[config.mk]
export PLATFORM = sky130hd
export DESIGN_NAME = imm_encoder
export DESIGN_NICKNAME = d
export VERILOG_FILES = /design/src/rtl/imm_enc_pkg.sv /design/src/rtl/imm_encoder_imm_pack.sv /design/src/rtl/imm_encoder.sv
export SDC_FILE = /design/constraint.sdc
export NUM_CORES = 1
export LEC_CHECK = 0
export ABC_AREA = 1
export ABC_CLOCK_PERIOD_IN_PS = 1700
export BUFFER_PORTS_ARGS = -buffer_cell sky130_fd_sc_hd__buf_2
export CAP_MARGIN = 15
export CORE_ASPECT_RATIO = 0.8
export CORE_UTILIZATION = 35
export CTS_CLUSTER_DIAMETER = 100
export DETAILED_ROUTE_END_ITERATION = 6
export GPL_ROUTABILITY_DRIVEN = 0
export PLACE_DENSITY_LB_ADDON = 0.25
export RECOVER_POWER = 50
export SETUP_SLACK_MARGIN = 0.3
export SYNTH_ARGS = -nofsm -noshare
export SYNTH_HDL_FRONTEND = slang
export SYNTH_HIERARCHICAL = 1
export SYNTH_SLANG_ARGS = --single-unit
[constraint.sdc]
create_clock -name clk -period 1.7 [get_ports clk]
set_clock_uncertainty 0.1 [all_clocks]
set_input_delay 0.425 -clock clk [delete_from_list [all_inputs] [get_ports clk]]
set_output_delay 0.425 -clock clk [all_outputs]
set_load 0.02 [all_outputs]
[src/rtl/imm_enc_pkg.sv]
// Shared types and constants for the RV32I immediate encoder / LI expander.
package imm_enc_pkg;

  typedef enum logic [2:0] {
    FMT_I  = 3'b000,
    FMT_S  = 3'b001,
    FMT_B  = 3'b010,
    FMT_J  = 3'b011,
    FMT_U  = 3'b100,
    FMT_LI = 3'b111
  } imm_fmt_e;

  typedef enum logic {
    ST_IDLE,
    ST_LI_ADDI
  } enc_state_e;

  localparam logic [6:0] OPC_OPIMM = 7'b0010011;
  localparam logic [6:0] OPC_LUI   = 7'b0110111;

  // Signed limits; B and J upper bounds are the largest even offsets.
  localparam logic signed [31:0] IMM12_MIN = -32'sd2048;
  localparam logic signed [31:0] IMM12_MAX = 32'sd2047;
  localparam logic signed [31:0] IMM13_MIN = -32'sd4096;
  localparam logic signed [31:0] IMM13_MAX = 32'sd4094;
  localparam logic signed [31:0] IMM21_MIN = -32'sd1048576;
  localparam logic signed [31:0] IMM21_MAX = 32'sd1048574;

endpackage

[src/rtl/imm_encoder_imm_pack.sv]
// Combinational immediate scatter: places imm bits into the instruction
// fields of the selected format and flags values that do not fit.
module imm_pack
  import imm_enc_pkg::*;
(
  input  logic [2:0]  fmt,
  input  logic [31:0] imm,
  output logic [31:0] fields,
  output logic        range_err
);

  logic signed [31:0] imm_s;
  assign imm_s = $signed(imm);

  always_comb begin
    fields    = '0;
    range_err = 1'b0;
    case (fmt)
      FMT_I: begin
        fields    = {imm[11:0], 20'b0};
        range_err = (imm_s < IMM12_MIN) || (imm_s > IMM12_MAX);
      end
      FMT_S: begin
        fields    = {imm[11:5], 13'b0, imm[4:0], 7'b0};
        range_err = (imm_s < IMM12_MIN) || (imm_s > IMM12_MAX);
      end
      FMT_B: begin
        fields    = {imm[12], imm[10:5], 13'b0, imm[4:1], imm[11], 7'b0};
        range_err = (imm_s < IMM13_MIN) || (imm_s > IMM13_MAX) || imm[0];
      end
      FMT_J: begin
        fields    = {imm[20], imm[10:1], imm[11], imm[19:12], 12'b0};
        range_err = (imm_s < IMM21_MIN) || (imm_s > IMM21_MAX) || imm[0];
      end
      FMT_U: begin
        fields    = {imm[31:12], 12'b0};
        range_err = |imm[11:0];
      end
      FMT_LI: begin
        fields    = '0;
        range_err = 1'b0;
      end
      // Reserved codes leave the template untouched but are always flagged.
      default: begin
        fields    = '0;
        range_err = 1'b1;
      end
    endcase
  end

endmodule

[src/rtl/imm_encoder.sv]
// Encodes an immediate into an RV32I template word and expands LI into
// ADDI or LUI+ADDI, behind a single registered valid/ready output stage.
module imm_encoder
  import imm_enc_pkg::*;
#(
  parameter int unsigned CHECK_RANGE = 1
) (
  input  logic        clk,
  input  logic        reset,
  input  logic        in_valid,
  output logic        in_ready,
  input  logic [2:0]  in_fmt,
  input  logic [31:0] in_base,
  input  logic [31:0] in_imm,
  output logic        out_valid,
  input  logic        out_ready,
  output logic [31:0] out_instr,
  output logic        out_err,
  output logic        out_last
);

  enc_state_e  state_q, state_d;
  logic        out_valid_q, out_valid_d;
  logic [31:0] out_instr_q, out_instr_d;
  logic        out_err_q, out_err_d;
  logic        out_last_q, out_last_d;
  logic [31:0] pend_q, pend_d;

  logic [31:0] pack_fields;
  logic        pack_err;
  logic        accept;
  logic        li_small;
  logic [19:0] li_hi;
  logic [4:0]  rd;

  imm_pack u_pack (
    .fmt       (in_fmt),
    .imm       (in_imm),
    .fields    (pack_fields),
    .range_err (pack_err)
  );

  assign in_ready  = !reset && (state_q == ST_IDLE) && (!out_valid_q || out_ready);
  assign out_valid = out_valid_q;
  assign out_instr = out_instr_q;
  assign out_err   = out_err_q;
  assign out_last  = out_last_q;

  always_comb begin
    state_d     = state_q;
    out_valid_d = out_valid_q;
    out_instr_d = out_instr_q;
    out_err_d   = out_err_q;
    out_last_d  = out_last_q;
    pend_d      = pend_q;
    accept      = in_valid && in_ready;
    rd          = in_base[11:7];
    li_small    = ($signed(in_imm) >= IMM12_MIN) && ($signed(in_imm) <= IMM12_MAX);
    // Round the upper part so the sign-extended ADDI low part lands back on imm.
    li_hi       = in_imm[31:12] + {19'b0, in_imm[11]};

    if (out_valid_q && out_ready) out_valid_d = 1'b0;

    case (state_q)
      ST_IDLE: begin
        if (accept) begin
          out_valid_d = 1'b1;
          if (in_fmt == FMT_LI) begin
            out_err_d = 1'b0;
            if (li_small) begin
              out_instr_d = {in_imm[11:0], 5'd0, 3'b000, rd, OPC_OPIMM};
              out_last_d  = 1'b1;
            end else begin
              out_instr_d = {li_hi, rd, OPC_LUI};
              out_last_d  = (in_imm[11:0] == 12'd0);
              pend_d      = {in_imm[11:0], rd, 3'b000, rd, OPC_OPIMM};
              if (in_imm[11:0] != 12'd0) state_d = ST_LI_ADDI;
            end
          end else begin
            out_instr_d = in_base | pack_fields;
            out_err_d   = (CHECK_RANGE != 0) && pack_err;
            out_last_d  = 1'b1;
          end
        end
      end
      ST_LI_ADDI: begin
        if (out_valid_q && out_ready) begin
          out_valid_d = 1'b1;
          out_instr_d = pend_q;
          out_err_d   = 1'b0;
          out_last_d  = 1'b1;
          state_d     = ST_IDLE;
        end
      end
      default: state_d = ST_IDLE;
    endcase
  end

  always_ff @(posedge clk) begin
    if (reset) begin
      state_q     <= ST_IDLE;
      out_valid_q <= 1'b0;
      out_instr_q <= '0;
      out_err_q   <= 1'b0;
      out_last_q  <= 1'b0;
      pend_q      <= '0;
    end else begin
      state_q     <= state_d;
      out_valid_q <= out_valid_d;
      out_instr_q <= out_instr_d;
      out_err_q   <= out_err_d;
      out_last_q  <= out_last_d;
      pend_q      <= pend_d;
    end
  end

endmodule

Word-level counts from Yosys, hierarchy flattened
Cells that the tools add are included.
{"block": "totals", "elab_cells": 71, "inputBits": 71, "ff_bits": 61}
{"block": "op_classes", "bitwise": 3, "magnitude_cmp": 8, "muxes": 26, "n_addsub": 1, "n_eq_ne": 7, "n_reduce_logical": 20}
{"cell": "one-hot mux 32 bit (5 select lines)", "n": 1}
{"cell": "two-way mux 32 bit", "n": 4}
{"cell": "one-hot mux 32 bit (2 select lines)", "n": 1}
{"cell": ">= comparator 32 x 12 -> 1 bit, second input constant", "n": 1}
{"cell": "> comparator 32 x 12 -> 1 bit, second input constant", "n": 1}
{"cell": "> comparator 32 x 13 -> 1 bit, second input constant", "n": 1}
{"cell": "> comparator 32 x 21 -> 1 bit, second input constant", "n": 1}
{"cell": "less-or-equal comparator 32 x 12 -> 1 bit, second input constant", "n": 1}
{"cell": "less-than comparator 32 x 12 -> 1 bit, second input constant", "n": 1}
{"cell": "less-than comparator 32 x 13 -> 1 bit, second input constant", "n": 1}
{"cell": "less-than comparator 32 x 21 -> 1 bit, second input constant", "n": 1}
{"cell": "bitwise OR 32 bit", "n": 1}
{"cell": "adder 20 x 1 -> 20 bit", "n": 1}
{"cell": "two-way mux 1 bit", "n": 15}
{"cell": "zero test 12 bit", "n": 1}
{"cell": "nonzero test 12 bit", "n": 1}
{"cell": "OR reduction 12 bit", "n": 1}
{"cell": "one-hot mux 1 bit (2 select lines)", "n": 4}
{"cell": "== test 3 x 2 -> 1 bit, second input constant", "n": 2}
{"cell": "== test 3 bit, second input constant", "n": 2}
{"cell": "logical OR 1 bit", "n": 6}
{"cell": "logical AND 1 bit", "n": 5}
{"cell": "one-hot mux 1 bit (4 select lines)", "n": 1}
{"cell": "AND reduction 4 bit", "n": 1}
{"cell": "other kinds (8)", "n": 10}

Longest topological paths before layout
Gate-level depths: netlist of the first run.
{"block": "depth", "ltp_word": 7, "ltp_mapped": 15, "depth_no_buf": 14}

Hierarchy
Netlist of the first run, hierarchy kept.
{"mod": "imm_encoder", "area_per_inst_um2": 3185.6, "instances": 1, "seq_area_each_um2": 1081.0, "cells_each": 478}
{"mod": "imm_pack", "area_per_inst_um2": 897.1, "instances": 1, "seq_area_each_um2": 0.0, "cells_each": 200}

Worst setup path before layout of the first run
No wires, ideal clock.
{"block": "synth_timing", "kind": "input to register", "startpoint": "input port in_imm[11]", "endpoint": "register out_instr_q[30], in the netlist out_instr[30]", "arrival_time_ns": 1.625, "stages": 10, "n_path_buf": 0, "path_slack_ns": -0.094, "path_cell_list": "ha_1 > ha_1 > nand3_1 > nor2_1 > nand2_1 > nor2_1 > nand2_1 > xnor2_1 > nand2_1 > a21oi_1"}
{"block": "synth_between", "elab_chain_cells": 6, "elab_cells_between_ends": 8}
{"item": "start: declaration", "line_no": "imm_encoder.sv:14", "source": "input logic [31:0] in_imm,"}
{"item": ">= comparator 32 x 12 -> 1 bit / less-or-equal comparator 32 x 12 -> 1 bit (equally long branches)", "line_no": "imm_encoder.sv:58", "source": "li_small = ($signed(in_imm) >= IMM12_MIN) && ($signed(in_imm) <= IMM12_MAX);"}
{"item": "logical AND 1 bit", "line_no": "imm_encoder.sv:58"}
{"item": "two-way mux 32 bit *", "line_no": "imm_encoder.sv:70", "source": "if (li_small) begin"}
{"item": "two-way mux 32 bit *", "line_no": "imm_encoder.sv:68", "source": "if (in_fmt == FMT_LI) begin"}
{"item": "two-way mux 32 bit *", "line_no": "imm_encoder.sv:66", "source": "if (accept) begin"}
{"item": "one-hot mux 32 bit (2 select lines) *", "line_no": "imm_encoder.sv:64", "source": "case (state_q)"}
{"item": "end signal: assignment", "line_no": "imm_encoder.sv:110", "source": "out_instr_q <= out_instr_d;"}
{"item": "end: declaration", "line_no": "imm_encoder.sv:24", "source": "logic [31:0] out_instr_q, out_instr_d;"}
Every way passes the cells marked *; elsewhere a longest branch is shown, timed or not. The select of a mux whose other input is x is not followed.
A chain may end at the register's enable or synchronous reset.

Final worst setup path of the first run
{"block": "layout_timing", "startpoint": "input port in_imm[27]", "endpoint": "register out_err_q, in the netlist out_err"}
{"block": "layout_between", "elab_chain_cells": 7, "elab_cells_between_ends": 15}
{"item": "less-than comparator 32 x 21 -> 1 bit (tied with other cells)", "line_no": "imm_encoder_imm_pack.sv:33", "source": "range_err = (imm_s < IMM21_MIN) || (imm_s > IMM21_MAX) || imm[0];"}
{"item": "logical OR 1 bit, on equally long branches (2 in series)", "line_no": "imm_encoder_imm_pack.sv:33, imm_encoder_imm_pack.sv:29"}
{"item": "one-hot mux 1 bit (4 select lines) *", "line_no": "imm_encoder_imm_pack.sv:18", "source": "case (fmt)"}
{"item": "via pack_err", "line_no": "imm_encoder.sv:30", "source": "logic pack_err;"}
{"item": "two-way mux 1 bit *", "line_no": "imm_encoder.sv:68"}
{"item": "two-way mux 1 bit *", "line_no": "imm_encoder.sv:66"}
{"item": "one-hot mux 1 bit (2 select lines) *", "line_no": "imm_encoder.sv:64"}
{"item": "end signal: assignment", "line_no": "imm_encoder.sv:111", "source": "out_err_q <= out_err_d;"}
{"item": "end: declaration", "line_no": "imm_encoder.sv:25", "source": "logic out_err_q, out_err_d;"}
The timed path passes the listed nets; every way through them passes the cells marked *. The select of a mux whose other input is x is not followed.

==> impl_results.html, run 1 <==
<table>
<tr><th>Metric</th><th>Value</th></tr>
<tr><th colspan="2">Run status</th></tr>
<tr><td>Run status</td><td>finished with violations</td></tr>
<tr><td>Violated checks</td><td>setup timing</td></tr>
<tr><th colspan="2">Yosys</th></tr>
<tr><td>Post-synthesis sequential element count</td><td>54</td></tr>
<tr><td>Share of flip-flops with an asynchronous set or reset</td><td>0%</td></tr>
<tr><td>Share of Yosys cell area claimed by the top area cell type</td><td>26.48%</td></tr>
<tr><td>Total standard cell area after synthesis</td><td>0.004083 mm2</td></tr>
<tr><td>Simple-gate portion of the synthesized area</td><td>40.15%</td></tr>
<tr><td>Most frequent cells after synthesis</td><td>sky130_fd_sc_hd__nand2_1, sky130_fd_sc_hd__nor2_1, sky130_fd_sc_hd__o21ai_0</td></tr>
<tr><td>Mapped Cells</td><td>678</td></tr>
<tr><td>Number of warning messages in the yosys log</td><td>6</td></tr>
<tr><td>Sequential share of the synthesized area</td><td>26.48%</td></tr>
<tr><td>Average size of a mapped cell</td><td>6.022 um2</td></tr>
<tr><td>Synth Area in Compound Gates</td><td>19.34%</td></tr>
<tr><td>Multiplexer share of the synthesized area</td><td>0%</td></tr>
<tr><td>Dominant synthesized flop cell</td><td>sky130_fd_sc_hd__dfxtp_1</td></tr>
<tr><td>Most instantiated library cell after synthesis</td><td>sky130_fd_sc_hd__nand2_1</td></tr>
<tr><td>Adder and majority cell fraction of the synthesized area</td><td>0.6129%</td></tr>
<tr><td>Count of distinct cell types in the synthesized netlist</td><td>46</td></tr>
<tr><td>Dominant combinational cell family by area after synthesis</td><td>simple AND/OR/NAND/NOR gates</td></tr>
<tr><td>Cell type with the highest aggregate area in the netlist</td><td>sky130_fd_sc_hd__dfxtp_1</td></tr>
<tr><td>Number of enable flip-flop cells after synthesis</td><td>0</td></tr>
<tr><td>XOR/XNOR Fraction of Synth Area</td><td>2.360%</td></tr>
<tr><td>Leading cell types by total area after synthesis</td><td>sky130_fd_sc_hd__dfxtp_1, sky130_fd_sc_hd__nand2_1, sky130_fd_sc_hd__nor2_1</td></tr>
<tr><th colspan="2">Power and ir drop</th></tr>
<tr><td>Reported leakage power</td><td>3.273 nW</td></tr>
<tr><td>Power density over the cells</td><td>522.0 mW/mm2</td></tr>
<tr><td>Peak supply drop</td><td>0.4480 mV</td></tr>
<tr><th colspan="2">Final layout</th></tr>
<tr><td>Core utilization of the finished layout</td><td>65.26%</td></tr>
<tr><td>Non-Filler Instances</td><td>1086</td></tr>
<tr><td>Final-layout fill cell count</td><td>947</td></tr>
<tr><td>Layout cell share with drive strength beyond 1</td><td>49.04%</td></tr>
<tr><td>Antenna fix cells</td><td>0</td></tr>
<tr><td>Sequential cell area in the final layout</td><td>0.001085 mm2</td></tr>
<tr><td>Post-route cell area</td><td>0.007246 mm2</td></tr>
<tr><td>Net total in the final layout</td><td>1014</td></tr>
<tr><td>Area of the multi-input gates</td><td>0.003411 mm2</td></tr>
<tr><td>Synthesis-to-finish area growth</td><td>77.47%</td></tr>
<tr><th colspan="2">Clock tree</th></tr>
<tr><td>Clock transition at the registers of the reported paths</td><td>0.06 ns</td></tr>
<tr><td>TritonCTS Sinks</td><td>54</td></tr>
<tr><td>CTS H-tree lvls</td><td>2</td></tr>
<tr><td>CTS tree</td><td>done</td></tr>
<tr><td>Bufs on Longest Clock Path</td><td>2</td></tr>
<tr><td>Total CTS buffers</td><td>5</td></tr>
<tr><td>Cts-stage hold buffer count</td><td>0</td></tr>
<tr><td>Clk root buf</td><td>sky130_fd_sc_hd__clkbuf_16</td></tr>
<tr><td>Source-to-sink clock delay at the later pin of the worst-skew pair</td><td>0.29 ns</td></tr>
<tr><th colspan="2">STA</th></tr>
<tr><td>Max-slew violation count</td><td>0</td></tr>
<tr><td>Endpoints failing setup</td><td>2</td></tr>
<tr><td>Time the worst path needs with I/O delays and setup</td><td>1.751 ns</td></tr>
<tr><td>Timing-limited maximum frequency</td><td>571.2 MHz</td></tr>
<tr><td>Setup TNS after final layout</td><td>-0.05341 ns</td></tr>
<tr><td>Period utilisation layout</td><td>103.0%</td></tr>
<tr><td>RSZ-0062 raised after global routing</td><td>yes</td></tr>
<tr><td>Hold violation count in the final report</td><td>0</td></tr>
<tr><td>Post-route setup slack</td><td>-0.05059 ns</td></tr>
<tr><th colspan="2">Critical path</th></tr>
<tr><td>Critical path capture point type</td><td>flip-flop</td></tr>
<tr><td>Worst Path Required</td><td>1.78 ns</td></tr>
<tr><td>Kind of critical path</td><td>primary input to flip-flop</td></tr>
<tr><td>CP Data Arrival Time</td><td>1.83 ns</td></tr>
<tr><td>Maximum fanout count along the critical path</td><td>5</td></tr>
<tr><td>Startpoint class of the critical path</td><td>primary input</td></tr>
<tr><td>R2R cell count</td><td>7</td></tr>
<tr><th colspan="2">Floorplanning</th></tr>
<tr><td>Area of the die</td><td>0.01210 mm2</td></tr>
<tr><td># rows</td><td>34</td></tr>
<tr><td>Std-Cell Core Area</td><td>0.01110 mm2</td></tr>
<tr><td>IO Pins</td><td>107</td></tr>
<tr><td>Vertical die dimension</td><td>98.60 um</td></tr>
<tr><td>Die Span X</td><td>122.8 um</td></tr>
<tr><td>Initial core utilization</td><td>36.77%</td></tr>
<tr><th colspan="2">Place</th></tr>
<tr><td>Placed instance count</td><td>1021</td></tr>
<tr><td>HPWL after detailed placement</td><td>12.36 mm</td></tr>
<tr><td>Port buffer count</td><td>106</td></tr>
<tr><td>Placed Instance Area</td><td>0.005670 mm2</td></tr>
<tr><th colspan="2">Drt</th></tr>
<tr><td>Mean number of vias per cell</td><td>5.391</td></tr>
<tr><td>Vias after detailed routing</td><td>5855</td></tr>
<tr><td>Count of antenna-violating nets left after detailed routing</td><td>0</td></tr>
<tr><td>Drt drc</td><td>0</td></tr>
<tr><td>Number of detailed-routing iterations run before antenna repair</td><td>7</td></tr>
<tr><td>Detailed router's first-iteration violation count</td><td>624</td></tr>
<tr><td>Total Wirelength</td><td>18.08 mm</td></tr>
<tr><td>Wire length per cell</td><td>16.65 um</td></tr>
<tr><th colspan="2">Run</th></tr>
<tr><td># Max-Cap Violations</td><td>0</td></tr>
<tr><th colspan="2">GRT</th></tr>
<tr><td>Global route overflow</td><td>0</td></tr>
<tr><td>Total routing resource utilization after global routing</td><td>27.44%</td></tr>
<tr><td>First-pass GRT wire length</td><td>25.99 mm</td></tr>
<tr><td>Initial antenna violation count</td><td>0</td></tr>
<tr><td>Pin count of the biggest net entering global routing</td><td>47</td></tr>
<tr><td>Number of global-route vias before repair</td><td>5399</td></tr>
<tr><th colspan="2">Worst hold path</th></tr>
<tr><td>Number of cells on the worst hold path</td><td>3</td></tr>
<tr><td>Tightest Hold Check Type</td><td>primary input to flip-flop</td></tr>
</table>
final timing paths:
path / from / end / slack (ns)
setup / recovery: in_imm[27] / out_err / -0.05
hold / removal: in_base[5] / out_instr[5] / 0.32
setup reg to reg: out_valid / pend_q[17] / 0.02
hold reg to reg: out_instr[14] / out_instr[14] / 0.37
layout make-up:
type | count | share of cell area, %
repair buffers | 273 | 28.70
clock buffers | 7 | 1.969
well taps | 144 | 2.487
flip-flops and latches | 54 | 14.97
clock inverters | 1 | 0.06907
inverters | 66 | 4.144
multi-input cells | 537 | 47.07
repair inverters | 4 | 0.5871
layer usage:
metal | routed length (um) | part of all wire [%] | global-route usage, %
met5 | 0 | 0 | 0
met4 | 472 | 2.6 | 6.848
met3 | 1555 | 8.6 | 5.208
met2 | 8430 | 47 | 45.42
met1 | 7625 | 42 | 36.43
worst max-delay path, stage by stage:
cell and delay (ns):
sky130_fd_sc_hd__buf_4 0.15, sky130_fd_sc_hd__buf_4 0.14, sky130_fd_sc_hd__nor2_4 0.10, sky130_fd_sc_hd__nand2_1 0.08
sky130_fd_sc_hd__nor2_2 0.13, sky130_fd_sc_hd__and2_4 0.16, sky130_fd_sc_hd__nand2_1 0.06, sky130_fd_sc_hd__nand3_1 0.08
sky130_fd_sc_hd__nand2_1 0.09, sky130_fd_sc_hd__inv_1 0.07, sky130_fd_sc_hd__nand2_1 0.05, sky130_fd_sc_hd__nand2_1 0.06
sky130_fd_sc_hd__nand2_1 0.08, sky130_fd_sc_hd__nand3_2 0.09, sky130_fd_sc_hd__a21oi_2 0.05
where the power goes:
part           switching, mW  leakage (nW)  internal, mW  total [mW]
sequential            0.0425         0.443          1.33        1.38
clock                  0.451        0.0739         0.585        1.04
combinational          0.769          2.76         0.600        1.37
kinds of logic (layout without fill, tap and decap cells):
family / after synthesis / count (layout)
simple gates: 366 / 370
compound gates: 147 / 147
buf+inv: 97 / 351
flops: 54 / 54
xor+xnor: 11 / 11
fa+ha+maj: 2 / 2
other cells: 1 / 7
per-stage QoR:
stage / setup WS, ns / hold slack (ns) / power (mW)
finish: -0.05059 / 0.3176 / 3.782
global route: -0.06798 / 0.3300 / 3.940
detailed placement: -0.3703 / 0.3627 / 2.427
CTS: 0.04013 / 0.3119 / 3.577
floorplan: 0.06538 / 0.3461 / 1.914
global placement: -0.3403 / 0.3538 / 2.412
cell usage in the layout, fill, tap and decap left out, types with 14 or more instances in the layout:
cell,synthesis,final
sky130_fd_sc_hd__a21oi_1,46,21
sky130_fd_sc_hd__a21oi_2,0,21
sky130_fd_sc_hd__buf_2,5,48
sky130_fd_sc_hd__buf_4,7,137
sky130_fd_sc_hd__buf_6,2,44
sky130_fd_sc_hd__clkbuf_1,12,35
sky130_fd_sc_hd__dfxtp_1,54,53
sky130_fd_sc_hd__inv_1,53,35
sky130_fd_sc_hd__inv_2,11,19
sky130_fd_sc_hd__nand2_1,146,119
sky130_fd_sc_hd__nand2_2,7,22
sky130_fd_sc_hd__nand2_4,1,15
sky130_fd_sc_hd__nand3_1,32,22
sky130_fd_sc_hd__nand4_1,16,16
sky130_fd_sc_hd__nor2_1,121,75
sky130_fd_sc_hd__nor2_2,21,44
sky130_fd_sc_hd__nor2_4,2,25
sky130_fd_sc_hd__o21ai_0,74,54
sky130_fd_sc_hd__o21ai_1,4,14
timing repair:
item                       CTS  global route
resized for setup           92           210
setup endpoints to repair   55            56
pin swaps                   46           107
cloned                       7             3
buffers inserted            24            23
sequential cells by signal (all words and copies together) (netlist names):
| signal | flops |
|---|---|
| state_q | 1 |
| out_last | 1 |
| out_instr | 32 |
| out_valid | 1 |
| out_err | 1 |
| pend_q | 18 |
Power figures use the tool's default switching activity.
==> run 2, diff against run 1 <==
--- a/config.mk
+++ b/config.mk
@@ -19,5 +19,4 @@
 export SETUP_SLACK_MARGIN = 0.3
 export SYNTH_ARGS = -nofsm -noshare
 export SYNTH_HDL_FRONTEND = slang
-export SYNTH_HIERARCHICAL = 1
 export SYNTH_SLANG_ARGS = --single-unit
==> constraint.sdc (replaced) <==
create_clock -name clk -period 1.7 [get_ports clk]
set_clock_uncertainty 0.1 [all_clocks]
set_input_delay 0.17 -clock clk [delete_from_list [all_inputs] [get_ports clk]]
set_output_delay 0.17 -clock clk [all_outputs]
set_load 0.02 [all_outputs]
==> run 2 against run 1 <==
Effect of this change:
- the run ends with DRC left
- final cell count shrank 13%
- register-to-register slack gained 0.03 ns
- die area shrank 5.9%
- largest cell class unchanged
- highest routed layer unchanged
==> impl_results.html, run 2 <==
<table>
<tr><th>Metric</th><th>Value</th></tr>
<tr><th colspan="2">STA</th></tr>
<tr><td>Hold violation count in the final report</td><td>0 (unchanged)</td></tr>
<tr><td>Endpoints failing setup</td><td>0 (-2)</td></tr>
<tr><td>Max-slew violation count</td><td>0 (unchanged)</td></tr>
<tr><td>Time the worst path needs with I/O delays and setup</td><td>1.649 ns (-0.1013 ns)</td></tr>
<tr><td>Slew of the pin with the lowest slew margin</td><td>1.379 ns</td></tr>
<tr><td>Period utilisation layout</td><td>97.02% (-6.0 points)</td></tr>
<tr><td>RSZ-0062 raised after global routing</td><td>yes</td></tr>
<tr><td>Max_slew headroom</td><td>7.963%</td></tr>
<tr><td>Timing-limited maximum frequency</td><td>606.3 MHz (+6.1%)</td></tr>
<tr><td>Post-route setup slack</td><td>0.05070 ns (+0.1013 ns)</td></tr>
<tr><th colspan="2">Yosys</th></tr>
<tr><td>Most instantiated library cell after synthesis</td><td>sky130_fd_sc_hd__nand2_1</td></tr>
<tr><td>Dominant synthesized flop cell</td><td>sky130_fd_sc_hd__dfxtp_1</td></tr>
<tr><td>Mapped Cells</td><td>597 (-12%)</td></tr>
<tr><td>Simple-gate portion of the synthesized area</td><td>33.96% (-6.2 points)</td></tr>
<tr><td>Synthesized net count</td><td>671</td></tr>
<tr><td>Cell type with the highest aggregate area in the netlist</td><td>sky130_fd_sc_hd__dfxtp_1</td></tr>
<tr><td>XOR/XNOR Fraction of Synth Area</td><td>2.966% (+0.61 points)</td></tr>
<tr><td>Sequential share of the synthesized area</td><td>28.16% (+1.7 points)</td></tr>
<tr><td>Number of warning messages in the yosys log</td><td>0 (-6)</td></tr>
<tr><td>Share of flip-flops with an asynchronous set or reset</td><td>0% (unchanged)</td></tr>
<tr><td>Leading cell types by total area after synthesis</td><td>sky130_fd_sc_hd__dfxtp_1, sky130_fd_sc_hd__nand2_1, sky130_fd_sc_hd__a21oi_1</td></tr>
<tr><td>Total standard cell area after synthesis</td><td>0.003839 mm2 (-6.0%)</td></tr>
<tr><td>Adder and majority cell fraction of the synthesized area</td><td>0.9778% (+0.36 points)</td></tr>
<tr><td>Synth Area in Compound Gates</td><td>23.01% (+3.7 points)</td></tr>
<tr><td>Dominant combinational cell family by area after synthesis</td><td>simple AND/OR/NAND/NOR gates</td></tr>
<tr><td>Share of Yosys cell area claimed by the top area cell type</td><td>28.16% (+1.7 points)</td></tr>
<tr><td>Multiplexer share of the synthesized area</td><td>0% (unchanged)</td></tr>
<tr><td>Count of distinct cell types in the synthesized netlist</td><td>40 (-13%)</td></tr>
<tr><td>Post-synthesis sequential element count</td><td>54 (unchanged)</td></tr>
<tr><td>Number of enable flip-flop cells after synthesis</td><td>0 (unchanged)</td></tr>
<tr><td>Most frequent cells after synthesis</td><td>sky130_fd_sc_hd__nand2_1, sky130_fd_sc_hd__inv_1, sky130_fd_sc_hd__a21oi_1</td></tr>
<tr><td>Average size of a mapped cell</td><td>6.430 um2 (+6.8%)</td></tr>
<tr><th colspan="2">Critical path</th></tr>
<tr><td>R2R cell count</td><td>10 (+3)</td></tr>
<tr><td>Worst Path Required</td><td>1.83 ns (+0.05 ns)</td></tr>
<tr><td>CP Data Arrival Time</td><td>1.77 ns (-0.06 ns)</td></tr>
<tr><td>Cells along the critical path</td><td>inv_4 &gt; nor2_4 &gt; nor3_4 &gt; nand2_4 &gt; buf_6 &gt; buf_8 &gt; buf_12 &gt; a21oi_2 &gt; o211ai_1 &gt; a21oi_1</td></tr>
<tr><td>Maximum fanout count along the critical path</td><td>3 (-2)</td></tr>
<tr><td>Kind of critical path</td><td>flip-flop to flip-flop</td></tr>
<tr><td>Startpoint class of the critical path</td><td>flip-flop</td></tr>
<tr><td>Critical path capture point type</td><td>flip-flop</td></tr>
<tr><td>Highest-delay cell along the critical path</td><td>sky130_fd_sc_hd__dfxtp_4</td></tr>
<tr><td>Largest stage delay on the critical path</td><td>0.35 ns (+0.19 ns)</td></tr>
<tr><th colspan="2">Final layout</th></tr>
<tr><td>Core utilization of the finished layout</td><td>56.61% (-8.7 points)</td></tr>
<tr><td>Synthesis-to-finish area growth</td><td>54.04%</td></tr>
<tr><td>Flip-flop count of the largest register, all copies and words added</td><td>32 (unchanged)</td></tr>
<tr><td>Layout cell share with drive strength beyond 1</td><td>36.95% (-12 points)</td></tr>
<tr><td>Commonest non-fill, non-tap cell in the layout</td><td>sky130_fd_sc_hd__nand2_1</td></tr>
<tr><td>Most frequent cells in the layout</td><td>sky130_fd_sc_hd__nand2_1, sky130_fd_sc_hd__buf_4, sky130_fd_sc_hd__buf_2, sky130_fd_sc_hd__inv_1, sky130_fd_sc_hd__dfxtp_1</td></tr>
<tr><td>Net total in the final layout</td><td>874 (-14%)</td></tr>
<tr><td>Antenna fix cells</td><td>0 (unchanged)</td></tr>
<tr><th colspan="2">Run</th></tr>
<tr><td># Max-Cap Violations</td><td>0 (unchanged)</td></tr>
<tr><th colspan="2">Run status</th></tr>
<tr><td>Run status</td><td>finished with violations</td></tr>
<tr><td>Violated checks</td><td>DRC</td></tr>
<tr><th colspan="2">GRT</th></tr>
<tr><td>Pin count of the biggest net entering global routing</td><td>29 (-38%)</td></tr>
<tr><td>First-pass GRT wire length</td><td>23.62 mm (-9.1%)</td></tr>
<tr><td>Number of global-route vias before repair</td><td>4591 (-15%)</td></tr>
<tr><td>Total routing resource utilization after global routing</td><td>26.96% (-0.48 points)</td></tr>
<tr><td>Initial antenna violation count</td><td>0 (unchanged)</td></tr>
<tr><td>Global route overflow</td><td>0 (unchanged)</td></tr>
<tr><th colspan="2">Clock tree</th></tr>
<tr><td>CTS H-tree lvls</td><td>2 (unchanged)</td></tr>
<tr><td>Total CTS buffers</td><td>5 (unchanged)</td></tr>
<tr><td>Cts-stage hold buffer count</td><td>0 (unchanged)</td></tr>
<tr><td>Bufs on Longest Clock Path</td><td>2 (unchanged)</td></tr>
<tr><td>Source-to-sink clock delay at the later pin of the worst-skew pair</td><td>0.30 ns (about the same)</td></tr>
<tr><td>Clock transition at the registers of the reported paths</td><td>0.07 ns (about the same)</td></tr>
<tr><td>Clk root buf</td><td>sky130_fd_sc_hd__clkbuf_16</td></tr>
<tr><td>CTS tree</td><td>done</td></tr>
<tr><td>TritonCTS Sinks</td><td>54 (unchanged)</td></tr>
<tr><th colspan="2">Place</th></tr>
<tr><td>DP Worst Slack</td><td>-0.1730 ns (+0.1973 ns)</td></tr>
<tr><td>HPWL after detailed placement</td><td>11.84 mm (-4.2%)</td></tr>
<tr><td>Port buffer count</td><td>106 (unchanged)</td></tr>
<tr><th colspan="2">Drt</th></tr>
<tr><td>Mean number of vias per cell</td><td>5.351 (-0.75%)</td></tr>
<tr><td>Total Wirelength</td><td>15.88 mm (-12%)</td></tr>
<tr><td>Drt drc</td><td>1 (+1)</td></tr>
<tr><td>Count of antenna-violating nets left after detailed routing</td><td>0 (unchanged)</td></tr>
<tr><td>Number of detailed-routing iterations run before antenna repair</td><td>7 (unchanged)</td></tr>
<tr><td>Vias after detailed routing</td><td>5035 (-14%)</td></tr>
<tr><td>Wire length per cell</td><td>16.88 um (+1.4%)</td></tr>
<tr><td>Detailed router's first-iteration violation count</td><td>381 (-39%)</td></tr>
<tr><th colspan="2">Floorplanning</th></tr>
<tr><td>Vertical die dimension</td><td>95.67 um (-3.0%)</td></tr>
<tr><td>Initial core utilization</td><td>36.75% (about the same)</td></tr>
<tr><td># rows</td><td>33 (-2.9%)</td></tr>
<tr><td>Std-Cell Core Area</td><td>0.01045 mm2 (-5.9%)</td></tr>
<tr><td>Die Span X</td><td>119.1 um (-3.0%)</td></tr>
<tr><td>Area of the die</td><td>0.01139 mm2 (-5.9%)</td></tr>
<tr><td>IO Pins</td><td>107 (unchanged)</td></tr>
<tr><th colspan="2">Power and ir drop</th></tr>
<tr><td>Peak supply drop</td><td>0.5612 mV (+25%)</td></tr>
<tr><td>Reported leakage power</td><td>2.550 nW (-22%)</td></tr>
<tr><td>Power density over the cells</td><td>614.8 mW/mm2 (+18%)</td></tr>
<tr><th colspan="2">Worst hold path</th></tr>
<tr><td>Number of cells on the worst hold path</td><td>3 (unchanged)</td></tr>
<tr><td>Tightest Hold Check Type</td><td>primary input to flip-flop</td></tr>
</table>
## run 2: cell types whose count changed in the layout (fill, tap and decap cells not counted), moves of 10 or more
cell                      previous run  this run
sky130_fd_sc_hd__nor2_1             75        44
sky130_fd_sc_hd__buf_2              48        70
sky130_fd_sc_hd__a21oi_1            21        46
sky130_fd_sc_hd__inv_2              19         3
sky130_fd_sc_hd__inv_1              35        62
sky130_fd_sc_hd__nor2_2             44        10
sky130_fd_sc_hd__nand2_1           119       129
sky130_fd_sc_hd__nand2_4            15         4
sky130_fd_sc_hd__buf_4             137        88
sky130_fd_sc_hd__buf_6              44        15
sky130_fd_sc_hd__nor2_4             25         6
sky130_fd_sc_hd__nand3_1            22        34
sky130_fd_sc_hd__o21ai_0            54        25
## run 2: path summary, 6_finish.rpt
kind / from / endpoint / slack [ns]
worst max register to register: out_valid / out_instr[13] / 0.05
worst max-delay path: out_valid / out_instr[13] / 0.05
worst min-delay path: in_base[6] / out_instr[6] / 0.02
worst min register to register: pend_q[18] / pend_q[18] / 0.35
## run 2: kinds of logic after synthesis
| kind of cell | Yosys count |
|---|---|
| adder cells (fa/ha/maj) | 3 |
| XOR/XNOR | 13 |
| AND/OR/NAND/NOR | 282 |
| flip-flops | 54 |
| buffers and inverters | 93 |
| AO/OA/AOI/OAI | 152 |
## run 2: power by group
group / leakage [nW] / switching (mW) / total, mW / internal [mW]
registers: 0.442 / 0.0399 / 1.37 / 1.33
logic: 2.02 / 0.631 / 1.07 / 0.443
clock network: 0.0841 / 0.457 / 1.19 / 0.737
total: 2.55 / 1.13 / 3.64 / 2.51
## run 2: per-stage QoR
step                      instances  TNS [ns]  area [um2]  power (mW)  hold slack (ns)
after global placement          919    -2.062        5207       2.287           0.3215
after floorplan                 597   -0.4631        3902       1.852           0.2146
after global routing            941   -0.1332        5913       3.777          0.03948
final                           941         0        5913       3.635          0.02063
after detailed placement        919    -3.883        5207       2.300           0.3272
after CTS                       935         0        5658       3.559          0.01944
## run 2: per-layer routing
metal / GRT usage (%) / share of wire, % / up-vias
li1: - / - / 2397
met1: 36.71 / 44 / 2319
met2: 43.31 / 45 / 279
met3: 4.306 / 9.4 / 40
met4: 9.177 / 2.0 / 0
met5: 0 / 0 / -
## run 2: worst max-delay path: cells and delay by family (launching register included)
kind,cells,cell delay (ns)
AO/OA/AOI/OAI,3,0.32
buffers and inverters,4,0.43
flip-flops,1,0.35
AND/OR/NAND/NOR,3,0.36
## run 2: area by class of cell
type | instances | area (um2)
fillers | 1006 | 4533
multi-input cells | 451 | 2700
repair buffers | 217 | 1491
flip-flops and latches | 54 | 1085
inverters | 70 | 282.8
well taps | 140 | 175.2
clock buffers | 7 | 142.6
clock inverters | 1 | 30.03
repair inverters | 1 | 6.256
## run 2: what timing repair did
item	CTS	global route
endpoints found under the setup margin	54	55
gates cloned	2	2
resized for setup	58	54
pin swaps	27	21
setup buffers	6	4
==> run 3, diff against run 2 <==
--- a/config.mk
+++ b/config.mk
@@ -10,6 +10,7 @@
 export BUFFER_PORTS_ARGS = -buffer_cell sky130_fd_sc_hd__buf_2
 export CAP_MARGIN = 15
 export CORE_ASPECT_RATIO = 0.8
+export CORE_MARGIN = 2
 export CORE_UTILIZATION = 35
 export CTS_CLUSTER_DIAMETER = 100
 export DETAILED_ROUTE_END_ITERATION = 6
@@ -19,4 +20,5 @@
 export SETUP_SLACK_MARGIN = 0.3
 export SYNTH_ARGS = -nofsm -noshare
 export SYNTH_HDL_FRONTEND = slang
+export SYNTH_HIERARCHICAL = 1
 export SYNTH_SLANG_ARGS = --single-unit
==> run 3 against run 2 <==
Effect of this change:
- the run now ends clean
- total power shrank 7.3%
- cell area shrank 1.1%
- via count grew 4.9%
- utilization shrank 5.4 points
- hold slack gained 0.043 ns
- count of clock-buffer cells in the layout is the same
- clock power shrank 17%
- sequential power is essentially flat
==> impl_results.html, run 3 (same netlist as run 1, synthesis figures left out) <==
<table>
<tr><th>Metric</th><th>Value</th></tr>
<tr><th colspan="2">GRT</th></tr>
<tr><td>Initial antenna violation count</td><td>0 (unchanged)</td></tr>
<tr><td>Global route overflow</td><td>0 (unchanged)</td></tr>
<tr><td>Total routing resource utilization after global routing</td><td>23.91% (-3.1 points)</td></tr>
<tr><td>Number of global-route vias before repair</td><td>4863 (+5.9%)</td></tr>
<tr><td>Pin count of the biggest net entering global routing</td><td>47 (+62%)</td></tr>
<tr><td>First-pass GRT wire length</td><td>24.23 mm (+2.6%)</td></tr>
<tr><th colspan="2">Floorplanning</th></tr>
<tr><td>Initial core utilization</td><td>35.72% (-1.0 points)</td></tr>
<tr><td>Std-Cell Core Area</td><td>0.01143 mm2 (+9.4%)</td></tr>
<tr><td>Area of the die</td><td>0.01255 mm2 (+10%)</td></tr>
<tr><td># rows</td><td>35 (+6.1%)</td></tr>
<tr><td>IO Pins</td><td>107 (unchanged)</td></tr>
<tr><td>Die Span X</td><td>124.8 um (+4.8%)</td></tr>
<tr><td>Vertical die dimension</td><td>100.6 um (+5.2%)</td></tr>
<tr><th colspan="2">Critical path</th></tr>
<tr><td>R2R setup slack</td><td>0.22 ns (+0.17 ns)</td></tr>
<tr><td>Maximum fanout count along the critical path</td><td>11 (+8)</td></tr>
<tr><td>Critical path capture point type</td><td>primary output</td></tr>
<tr><td>CP Data Arrival Time</td><td>1.23 ns (-0.54 ns)</td></tr>
<tr><td>Kind of critical path</td><td>flip-flop to primary output</td></tr>
<tr><td>Worst Path Required</td><td>1.43 ns (-0.40 ns)</td></tr>
<tr><td>Startpoint class of the critical path</td><td>flip-flop</td></tr>
<tr><th colspan="2">Clock tree</th></tr>
<tr><td>Total CTS buffers</td><td>5 (unchanged)</td></tr>
<tr><td>CTS tree</td><td>done</td></tr>
<tr><td>Bufs on Longest Clock Path</td><td>2 (unchanged)</td></tr>
<tr><td>Clk root buf</td><td>sky130_fd_sc_hd__clkbuf_16</td></tr>
<tr><td>CTS H-tree lvls</td><td>2 (unchanged)</td></tr>
<tr><td>Clock transition at the registers of the reported paths</td><td>0.07 ns (about the same)</td></tr>
<tr><td>TritonCTS Sinks</td><td>54 (unchanged)</td></tr>
<tr><td>Source-to-sink clock delay at the later pin of the worst-skew pair</td><td>0.29 ns (about the same)</td></tr>
<tr><th colspan="2">Power and ir drop</th></tr>
<tr><td>Logic pwr share</td><td>29.9% (+0.4 points)</td></tr>
<tr><td>Part of the power in the clock network</td><td>29.2% (-3.6 points)</td></tr>
<tr><td>Peak supply drop</td><td>0.4113 mV (-27%)</td></tr>
<tr><td>Reported leakage power</td><td>2.661 nW (+4.3%)</td></tr>
<tr><td>NetSw</td><td>1.108 mW (-1.7%)</td></tr>
<tr><td>Sw Share</td><td>32.90% (+1.9 points)</td></tr>
<tr><td>Internal power component</td><td>2.260 mW (-9.9%)</td></tr>
<tr><td>Power density over the cells</td><td>575.8 mW/mm2 (-6.3%)</td></tr>
<tr><td>Sequential Power Share</td><td>40.9% (+3.3 points)</td></tr>
<tr><th colspan="2">Drt</th></tr>
<tr><td>Vias after detailed routing</td><td>5280 (+4.9%)</td></tr>
<tr><td>Wire length per cell</td><td>15.81 um (-6.3%)</td></tr>
<tr><td>Drt drc</td><td>0 (-1)</td></tr>
<tr><td>Mean number of vias per cell</td><td>5.312 (-0.73%)</td></tr>
<tr><td>Detailed router's first-iteration violation count</td><td>489 (+28%)</td></tr>
<tr><td>Number of detailed-routing iterations run before antenna repair</td><td>5 (-2)</td></tr>
<tr><td>Total Wirelength</td><td>15.72 mm (-1.1%)</td></tr>
<tr><td>Count of antenna-violating nets left after detailed routing</td><td>0 (unchanged)</td></tr>
<tr><th colspan="2">STA</th></tr>
<tr><td>Time the worst path needs with I/O delays and setup</td><td>1.502 ns (-0.1469 ns)</td></tr>
<tr><td>RSZ-0062 raised after global routing</td><td>yes</td></tr>
<tr><td>Timing-limited maximum frequency</td><td>665.6 MHz (+9.8%)</td></tr>
<tr><td>Max-slew violation count</td><td>0 (unchanged)</td></tr>
<tr><td>Endpoints failing setup</td><td>0 (unchanged)</td></tr>
<tr><td>Period utilisation layout</td><td>88.38% (-8.6 points)</td></tr>
<tr><td>Hold violation count in the final report</td><td>0 (unchanged)</td></tr>
<tr><th colspan="2">Final layout</th></tr>
<tr><td>Synthesis-to-finish area growth</td><td>43.30%</td></tr>
<tr><td>Most frequent cells in the layout</td><td>sky130_fd_sc_hd__nand2_1, sky130_fd_sc_hd__nor2_1, sky130_fd_sc_hd__buf_4, sky130_fd_sc_hd__buf_2, sky130_fd_sc_hd__o21ai_0</td></tr>
<tr><td>Layout cell share with drive strength beyond 1</td><td>32.62% (-4.3 points)</td></tr>
<tr><td>Commonest non-fill, non-tap cell in the layout</td><td>sky130_fd_sc_hd__nand2_1</td></tr>
<tr><td>Non-Filler Instances</td><td>994 (+5.6%)</td></tr>
<tr><td>Core utilization of the finished layout</td><td>51.19% (-5.4 points)</td></tr>
<tr><td>Net total in the final layout</td><td>919 (+5.1%)</td></tr>
<tr><td>Antenna fix cells</td><td>0 (unchanged)</td></tr>
<tr><td>Flip-flop count of the largest register, all copies and words added</td><td>32 (unchanged)</td></tr>
<tr><th colspan="2">Place</th></tr>
<tr><td>Port buffer count</td><td>106 (unchanged)</td></tr>
<tr><td>Placed instance count</td><td>969 (+5.4%)</td></tr>
<tr><td>HPWL after detailed placement</td><td>11.78 mm (-0.50%)</td></tr>
<tr><th colspan="2">Run status</th></tr>
<tr><td>Run status</td><td>finished, final reports clean</td></tr>
<tr><th colspan="2">Run</th></tr>
<tr><td># Max-Cap Violations</td><td>0 (unchanged)</td></tr>
<tr><th colspan="2">Worst hold path</th></tr>
<tr><td>Tightest Hold Check Type</td><td>primary input to flip-flop</td></tr>
</table>
## run 3: cell types whose count changed in the layout (fill, tap and decap cells not counted), sizes merged, moves of 7 or more
cell	before	now
a21oi	71	46
o21ai	52	78
nor2	60	145
nand3	45	36
nand2	150	157
buf	180	138
conb	0	7
## run 3: repair_timing
item,in CTS,in global routing
setup buffers,2,9
endpoints found under the setup margin,52,55
gates resized for setup,26,105
endpoints found under the hold margin,0,0
pin swaps,6,39
gates cloned,3,4
hold buffers,0,0
## run 3: layout make-up
cell class	instances	area, um2
fill	1175	5579
timing repair buffer	181	1189
clock buffer	7	132.6
sequential	54	1086
tap	148	185.2
timing repair inverter	3	36.28
multi-input combinational	535	2937
inverter	66	285.3
## run 3: per-stage QoR
stage	total power [mW]	setup TNS [ns]	setup slack [ns]	area, um2	hold WS (ns)
final	3.368	0	0.1976	5851	0.06384
after global routing	3.526	0	0.08407	5851	0.08200
after CTS	3.310	0	0.2328	5469	0.06906
after detailed placement	2.307	-0.4924	-0.07043	5184	0.3536
after global placement	2.296	-0.2453	-0.03678	5184	0.3451
after floorplan	1.891	0	0.2627	4180	0.2151
## run 3: power groups by stage
| stage | clock network, mW | registers [mW] | logic, mW |
|---|---|---|---|
| after detailed placement | 0 | 1.40 | 0.905 |
| after global placement | 0 | 1.40 | 0.896 |
| after floorplan | 0 | 1.47 | 0.419 |
| after CTS | 0.997 | 1.37 | 0.939 |
| after global routing | 1.04 | 1.38 | 1.10 |
| final | 0.985 | 1.38 | 1.01 |
## run 3: routing by layer
layer	vias up	GRT usage, %	routed length [um]
met5	-	0	0
met4	0	6.655	359
met3	37	3.875	1423
met2	266	38.67	6850
met1	2439	33.21	7081
li1	2538	-	-
## run 3: path summary, 6_finish.rpt
kind,depth (start not counted),to,from
max,4,in_ready,state_q
min,3,pend_q[17],in_base[9]
max reg2reg,7,pend_q[16],state_q
min reg2reg,2,out_instr[5],out_instr[5]
## run 3: critical path, stage by stage, from the launching register on
cell and delay (ns):
sky130_fd_sc_hd__dfxtp_4 0.37, sky130_fd_sc_hd__buf_6 0.13, sky130_fd_sc_hd__buf_12 0.14, sky130_fd_sc_hd__nor3_4 0.15, sky130_fd_sc_hd__buf_6 0.14
